--- src/rtl/reg_stack_ctrl.sv ---
// Context-save stack controller: sequences pushes and pops of a nine-register set
// through nine parallel single-port stack RAMs that share one address and write enable.
module reg_stack_ctrl #(
    parameter int ADDR_W = 6
) (
    input  logic              clk,
    input  logic              rst,
    input  logic              push,
    input  logic              pop,
    input  logic              clr_err,
    output logic [ADDR_W-1:0] addr,
    output logic              wren,
    output logic              restore_en,
    output logic              busy,
    output logic [ADDR_W:0]   depth,
    output logic              full,
    output logic              empty,
    output logic              ovf,
    output logic              unf
);

    localparam logic [ADDR_W:0] CAPACITY = {1'b1, {ADDR_W{1'b0}}};

    typedef enum logic [1:0] {IDLE, PUSH_WR, POP_RD, POP_LD} state_t;

    state_t          state;
    logic [ADDR_W:0] sp;
    logic [ADDR_W:0] sp_dec;
    logic            ovf_set;
    logic            unf_set;

    assign depth = sp;
    assign full  = (sp == CAPACITY);
    assign empty = (sp == '0);

    // Errors are only raised for requests sampled in IDLE; push wins a conflict.
    always_comb begin
        sp_dec  = sp - 1'b1;
        ovf_set = (state == IDLE) && push && full;
        unf_set = (state == IDLE) && !push && pop && empty;
    end

    always_ff @(posedge clk) begin
        if (rst) begin
            state      <= IDLE;
            sp         <= '0;
            addr       <= '0;
            wren       <= 1'b0;
            restore_en <= 1'b0;
            busy       <= 1'b0;
            ovf        <= 1'b0;
            unf        <= 1'b0;
        end else begin
            ovf <= clr_err ? 1'b0 : (ovf | ovf_set);
            unf <= clr_err ? 1'b0 : (unf | unf_set);
            case (state)
                IDLE: begin
                    if (push) begin
                        if (!full) begin
                            addr  <= sp[ADDR_W-1:0];
                            wren  <= 1'b1;
                            sp    <= sp + 1'b1;
                            busy  <= 1'b1;
                            state <= PUSH_WR;
                        end
                    end else if (pop && !empty) begin
                        addr  <= sp_dec[ADDR_W-1:0];
                        sp    <= sp_dec;
                        wren  <= 1'b0;
                        busy  <= 1'b1;
                        state <= POP_RD;
                    end
                end
                PUSH_WR: begin
                    wren  <= 1'b0;
                    busy  <= 1'b0;
                    state <= IDLE;
                end
                // Address held one cycle so the RAM read data is valid in POP_LD.
                POP_RD: begin
                    restore_en <= 1'b1;
                    state      <= POP_LD;
                end
                POP_LD: begin
                    restore_en <= 1'b0;
                    busy       <= 1'b0;
                    state      <= IDLE;
                end
                default: state <= IDLE;
            endcase
        end
    end

endmodule

--- config.mk ---
export PLATFORM = sky130hd
export DESIGN_NAME = reg_stack_ctrl
export DESIGN_NICKNAME = d
export VERILOG_FILES = /design/src/rtl/reg_stack_ctrl.sv
export SDC_FILE = /design/constraint.sdc
export NUM_CORES = 1
export LEC_CHECK = 0
export CAP_MARGIN = 20
export CORE_ASPECT_RATIO = 1.4
export CORE_MARGIN = 5
export CORE_UTILIZATION = 35
export CTS_BUF_LIST = sky130_fd_sc_hd__clkbuf_8
export DETAILED_ROUTE_END_ITERATION = 7
export DONT_BUFFER_PORTS = 1
export SETUP_SLACK_MARGIN = 0.3
export SLEW_MARGIN = 20
export SYNTH_ARGS = -nofsm -noshare
export SYNTH_HDL_FRONTEND = slang
export SYNTH_SLANG_ARGS = --single-unit
export TNS_END_PERCENT = 5
--- constraint.sdc ---
create_clock -name clk -period 6.4 [get_ports clk]
set_clock_uncertainty 0.15 [all_clocks]
set_input_delay 0.64 -clock clk [delete_from_list [all_inputs] [get_ports clk]]
set_output_delay 0.64 -clock clk [all_outputs]
set_load 0.01 [all_outputs]
==> results of run 1 <==
-- layout by cell type, fill, tap and decap left out, drive strengths merged, types with 3 or more instances in the layout --
master / netlist / final
ha: 5 / 5
o21ai: 6 / 6
nand3: 4 / 4
a311oi: 4 / 4
xnor2: 3 / 3
a211oi: 5 / 5
nor3: 9 / 9
nor2: 6 / 6
clkbuf: 8 / 4
or4: 3 / 3
dfxtp: 20 / 20
o31ai: 3 / 3
nand2: 5 / 5
nor4b: 4 / 4
inv: 7 / 7
nand2b: 3 / 3
a21oi: 14 / 14
-- metal layers --
metal	vias to the layer above	wire length (um)
li1	528	-
met5	-	0
met4	0	51
met1	494	1219
met3	5	181
met2	19	1561
-- how the worst min path moves through the flow --
| stage | from | to | slack (ns) | cells past startpoint |
|---|---|---|---|---|
| 6_report | rst | addr[1] | 0.29 | 1 |
| 5_1_grt | rst | depth[1] | 0.28 | 1 |
| 4_1_cts | rst | depth[4] | 0.29 | 1 |
| 3_5_place_dp | addr[1] | addr[1] | 0.38 | 2 |
| 3_3_place_gp | restore_en | restore_en | 0.38 | 2 |
| 2_1_floorplan | addr[1] | addr[1] | 0.34 | 2 |
-- registers in the layout, summed over array words and instances (netlist names) --
| signal | flops |
|---|---|
| depth | 7 |
| restore_en | 1 |
| wren | 1 |
| addr | 6 |
| state | 2 |
| unf | 1 |
| busy | 1 |
| ovf | 1 |
-- layout make-up --
cell class / count / area, sq um
tap: 40 / 50.05
sequential: 20 / 400.4
clock buffer: 4 / 55.05
fill: 346 / 2100
multi-input combinational: 105 / 715.7
inverter: 7 / 26.28
-- report_power, final --
part / total, W / switching [W] / internal [W] / leakage [nW]
clock: 0.0000989 / 0.0000440 / 0.0000549 / 0.0288
combinational: 0.000344 / 0.000206 / 0.000139 / 0.230
sequential: 0.000265 / 0.0000944 / 0.000170 / 0.164
total: 0.000708 / 0.000344 / 0.000364 / 0.423
-- stage by stage --
stage,instances,util,hold WS (ns)
finish,176,0.3727,0.2865
global route,176,0.3727,0.2788
CTS,176,0.3727,0.2856
detailed placement,172,0.3563,0.3789
global placement,172,0.3563,0.3775
floorplan,145,-,0.3444
-- cells by family (layout without fill, tap and decap cells) --
logic type	after synthesis	count (layout)	share of synthesized area
flip-flops	20	20	0.3309
AND/OR/NAND/NOR	48	48	0.2368
buffers and inverters	20	11	0.07756
multiplexers	1	1	0.009306
adder cells (fa/ha/maj)	5	5	0.05171
XOR/XNOR	5	5	0.03620
AO/OA/AOI/OAI	46	46	0.2575
==> impl_metrics.yaml, run 1 <==
grt:
  grt_pass1_wl_um: 5119
  antenna_found_initial: 0
  overflow: 0
  grt_pass1_vias: 1019
  grt_max_degree: 23
  grtUsageMet1: 0.1598
  use_met3: 0.04693
  use_met2: 0.2392
  grt_use_total: 0.1414
  globalRoute.busiestLayer: "met2"
setup_path:
  cpMostUsedCell: "inv_1"
  start_kind: "flop"
  required_ns: 5.61
  startpoint: "depth[0]"
  slowest_delay_ns: 0.44
  end_kind: "output port"
  crit_path_end: "empty"
  worstSetupPathType: "flop to output port"
  reg2reg_from: "state[0]"
  crit_chain: "inv_1 -> ha_1 -> nor2b_1 -> nand3_1 -> inv_1"
  critPathSlowestCell: "dfxtp_1"
  regToRegEndpoint: "depth[0]"
  crit_buf_inv: 2
  cp.arrival_ns: 1.76
  cp_max_fo: 8
  critPathTopFamily: "simple AND/OR/NAND/NOR gates"
  rr_worst_depth: 4
  reg2reg_slack_ns: 3.93
  path_depth: 5
cts:
  cts_setup_buffers: 0
  cts_made_buffers: 3
  htreeDepth: 1
  ctsResizeCount: 0
  cts_max_path_buffers: 2
  clk-insertion-delay-late_ns: 0.26
  cts_root_buffer: "clkbuf_8"
  cts_tree: "built"
  clk_pin_slew_worst_paths_ns: 0.07
  clock_sinks: 20
  cts_hold_buf: 0
cells_and_area:
  syn_to_final_growth_pct: 3.103
  fin_area_sq_um: 1247
  drive_gt1_frac: 0.06618
  diodes: 0
  fin_nets: 147
logic_synthesis:
  synth_seq_cells: 20
  yosysUniqueCellTypes: 42
  synth_edf_count: 0
  synth_area_per_cell_sq_um: 8.344
  netlist_top_cells_area: "dfxtp_1 33%, a21oi_1 5.8%, ha_1 5.2%"
  synthDominantCellAreaShare: 0.3309
  syn_area_sq_um: 1210
  ys.flop_type: "dfxtp_1"
  post-synth-top-count-cell: "dfxtp_1"
  yosys_warnings: 0
  syn-num-nets: 155
  ys_seq_area_frac: 0.3309
  synth_commonest_cells: "20 x dfxtp_1, 14 x a21oi_1, 9 x nor3_1, 8 x clkbuf_1, 7 x inv_1"
  yosys.area.top_type: "dfxtp_1"
  async_reset_ff_frac: 0
  syn_inst: 145
sta:
  fmax_mhz: 392.4
  rsz0062_at_grt: "false"
  finalCritPeriodShare: 0.3982
  worst_slack_ns: 3.851
  setup-tns-final_ns: 0
  drv_slew: 0
  worst_pin_slew_ns: 0.9527
  hold_viol_final: 0
  maxSlewHeadroom: 0.3642
  setup_violations: 0
  fin_crit_ns: 2.549
placement:
  dpl_worst_slack_ns: 3.784
  dpl.hpwl_um: 2248
  gp_routability_congestion: 0.8747
  place_area_sq_um: 1192
  io_buffers: 0
floorplan:
  fp.dieH_um: 79.57
  coreArea_sq_um: 3347
  initial_core_util: 0.3615
  dieArea_sq_um: 4749
  die_x_um: 59.69
  ios: 25
  rows: 25
pwr:
  power.static_leakage_nw: 0.4233
  irDropWorstVdd_mv: 0.2376
  totalPowerFinal_w: 0.0007079
  powerDensity_nw_per_um2: 567.4
run:
  maxCapViolations: 0
routing:
  routedWlPerCell_um: 17.13
  wl_um: 3014
  drt_first_pass_iters: 4
  via_count: 1046
  viasPerCell: 5.943
  antenna_left: 0
  initialDrtViolationCount: 36
  drcViolationCount: 0
min_path:
  hold_class: "input pin to flop"
run_status:
  status: "complete, no violations"
No activity file was read; power rests on OpenSTA's default activity.
==> run 2, diff against run 1 <==
Clock period 6.4 ns to 2.3 ns, I/O delays scaled along.
==> impl_metrics.yaml, run 2 (synthesis gave the netlist of run 1 again) <==
run_status:
  status: "finished with violations"
  violations: "hold timing"
min_path:
  hold_class: "input pin to flop"
  hold_path_depth: 1
sta:
  worst_pin_slew_ns: 0.6230
  setup-tns-final_ns: 0
  finalCritPeriodShare: 0.8992
  fin_crit_ns: 2.068
  rsz0062_at_grt: "true"
  hold_viol_final: 16
  whs_ns: -0.1190
  maxSlewHeadroom: 0.5815
  setup_violations: 0
  drv_slew: 0
  worst_slack_ns: 0.2319
  fmax_mhz: 483.5
cells_and_area:
  fin_area_sq_um: 1440
  syn_to_final_growth_pct: 19.03
  layout_commonest_cell: "dfxtp_1"
  regArea_sq_um: 404.1
  drive_gt1_frac: 0.2065
  largest_reg_flops: 7
  stdcell_count: 195
  final_cell_mix: "19 x dfxtp_1, 16 x buf_4, 14 x a21oi_1"
  multi_input_area_sq_um: 754.5
  fin_nets: 166
  nFillCells: 327
  diodes: 0
setup_path:
  required_ns: 2.35
  cp.arrival_ns: 2.12
  start_kind: "flop"
  crit_chain: "or4b_4 -> o2111a_2 -> or4_1 -> a21oi_1"
  worstSetupPathType: "flop to flop"
  end_kind: "flop"
  slowest_delay_ns: 0.53
  rr_worst_depth: 4
  cp_max_fo: 8
  critPathSlowestCell: "or4b_4"
pwr:
  powerDensity_nw_per_um2: 1580
  irDropWorstVdd_mv: 0.8761
  power.static_leakage_nw: 0.5359
grt:
  antenna_found_initial: 0
  grt_pass1_wl_um: 5244
  grt_max_degree: 23
  grt_pass1_vias: 1083
  overflow: 0
  grt_use_total: 0.1445
routing:
  wl_um: 3354
  viasPerCell: 5.918
  via_count: 1154
  drcViolationCount: 0
  initialDrtViolationCount: 45
  drt_first_pass_iters: 4
  antenna_left: 0
  routedWlPerCell_um: 17.20
cts:
  cts_made_buffers: 3
  cts_max_path_buffers: 2
  clk-insertion-delay-late_ns: 0.26
  cts_tree: "built"
  cts_root_buffer: "clkbuf_8"
  clock_sinks: 20
  htreeDepth: 1
  cts_hold_buf: 3
  clk_pin_slew_worst_paths_ns: 0.08
placement:
  dpl_worst_slack_ns: 0.1324
  io_buffers: 0
  place_area_sq_um: 1299
  dpl.hpwl_um: 2392
  gp_routability_congestion: 0.7981
  placed_cells: 185
floorplan:
  dieArea_sq_um: 4749
  rows: 25
  ios: 25
  coreArea_sq_um: 3347
  fp.dieH_um: 79.57
  initial_core_util: 0.3615
  die_x_um: 59.69
run:
  maxCapViolations: 0
[run 2: layer usage]
layer | vias to the layer above | part of all wire | global-route usage
met5 | - | 0 | 0
met4 | 0 | 0.040 | 0.08647
met3 | 13 | 0.056 | 0.04207
met2 | 38 | 0.52 | 0.2381
met1 | 542 | 0.39 | 0.1584
li1 | 561 | - | -
[run 2: power breakdown]
group | leakage [nW] | switching [W] | total, W | internal (W)
Combinational | 0.342 | 0.000791 | 0.00139 | 0.000599
Clock | 0.0288 | 0.000124 | 0.000276 | 0.000153
Sequential | 0.165 | 0.000131 | 0.000608 | 0.000477
Total | 0.536 | 0.00105 | 0.00227 | 0.00123
[run 2: timing repair]
item	in CTS	in global routing
setup buffers	2	1
pin swaps	1	1
gates resized for setup	4	4
endpoints found under the setup margin	5	15
endpoints found under the hold margin	18	16
[run 2: path summary, 6_finish.rpt]
path	startpoint	end	slack, ns
setup reg to reg	state[1]	depth[2]	0.23
setup / recovery	state[1]	depth[2]	0.23
hold / removal	rst	depth[2]	-0.12
hold reg to reg	addr[1]	addr[1]	0.38
[run 2: through the flow]
stage / util / hold WS, ns / power (W)
floorplan: - / 0.1593 / 0.001563
global placement: 0.3880 / 0.1543 / 0.001859
detailed placement: 0.3880 / 0.1548 / 0.001891
CTS: 0.4213 / -0.1228 / 0.002244
global route: 0.4303 / -0.1286 / 0.002447
finish: 0.4303 / -0.1190 / 0.002275
[run 2: area by class of cell]
| type | instances | area share |
|---|---|---|
| inverters | 7 | 0.01825 |
| multi-input cells | 105 | 0.5239 |
| repair buffers | 19 | 0.1043 |
| flip-flops and latches | 20 | 0.2806 |
| well taps | 40 | 0.03475 |
| clock buffers | 4 | 0.03823 |
[run 2: worst max-delay path, delay by kind of cell (launching register included)]
family / cells / cell delay (ns)
and+or+nand+nor: 2 / 1.00
AOI/OAI and AO/OA: 2 / 0.49
DFF: 1 / 0.37
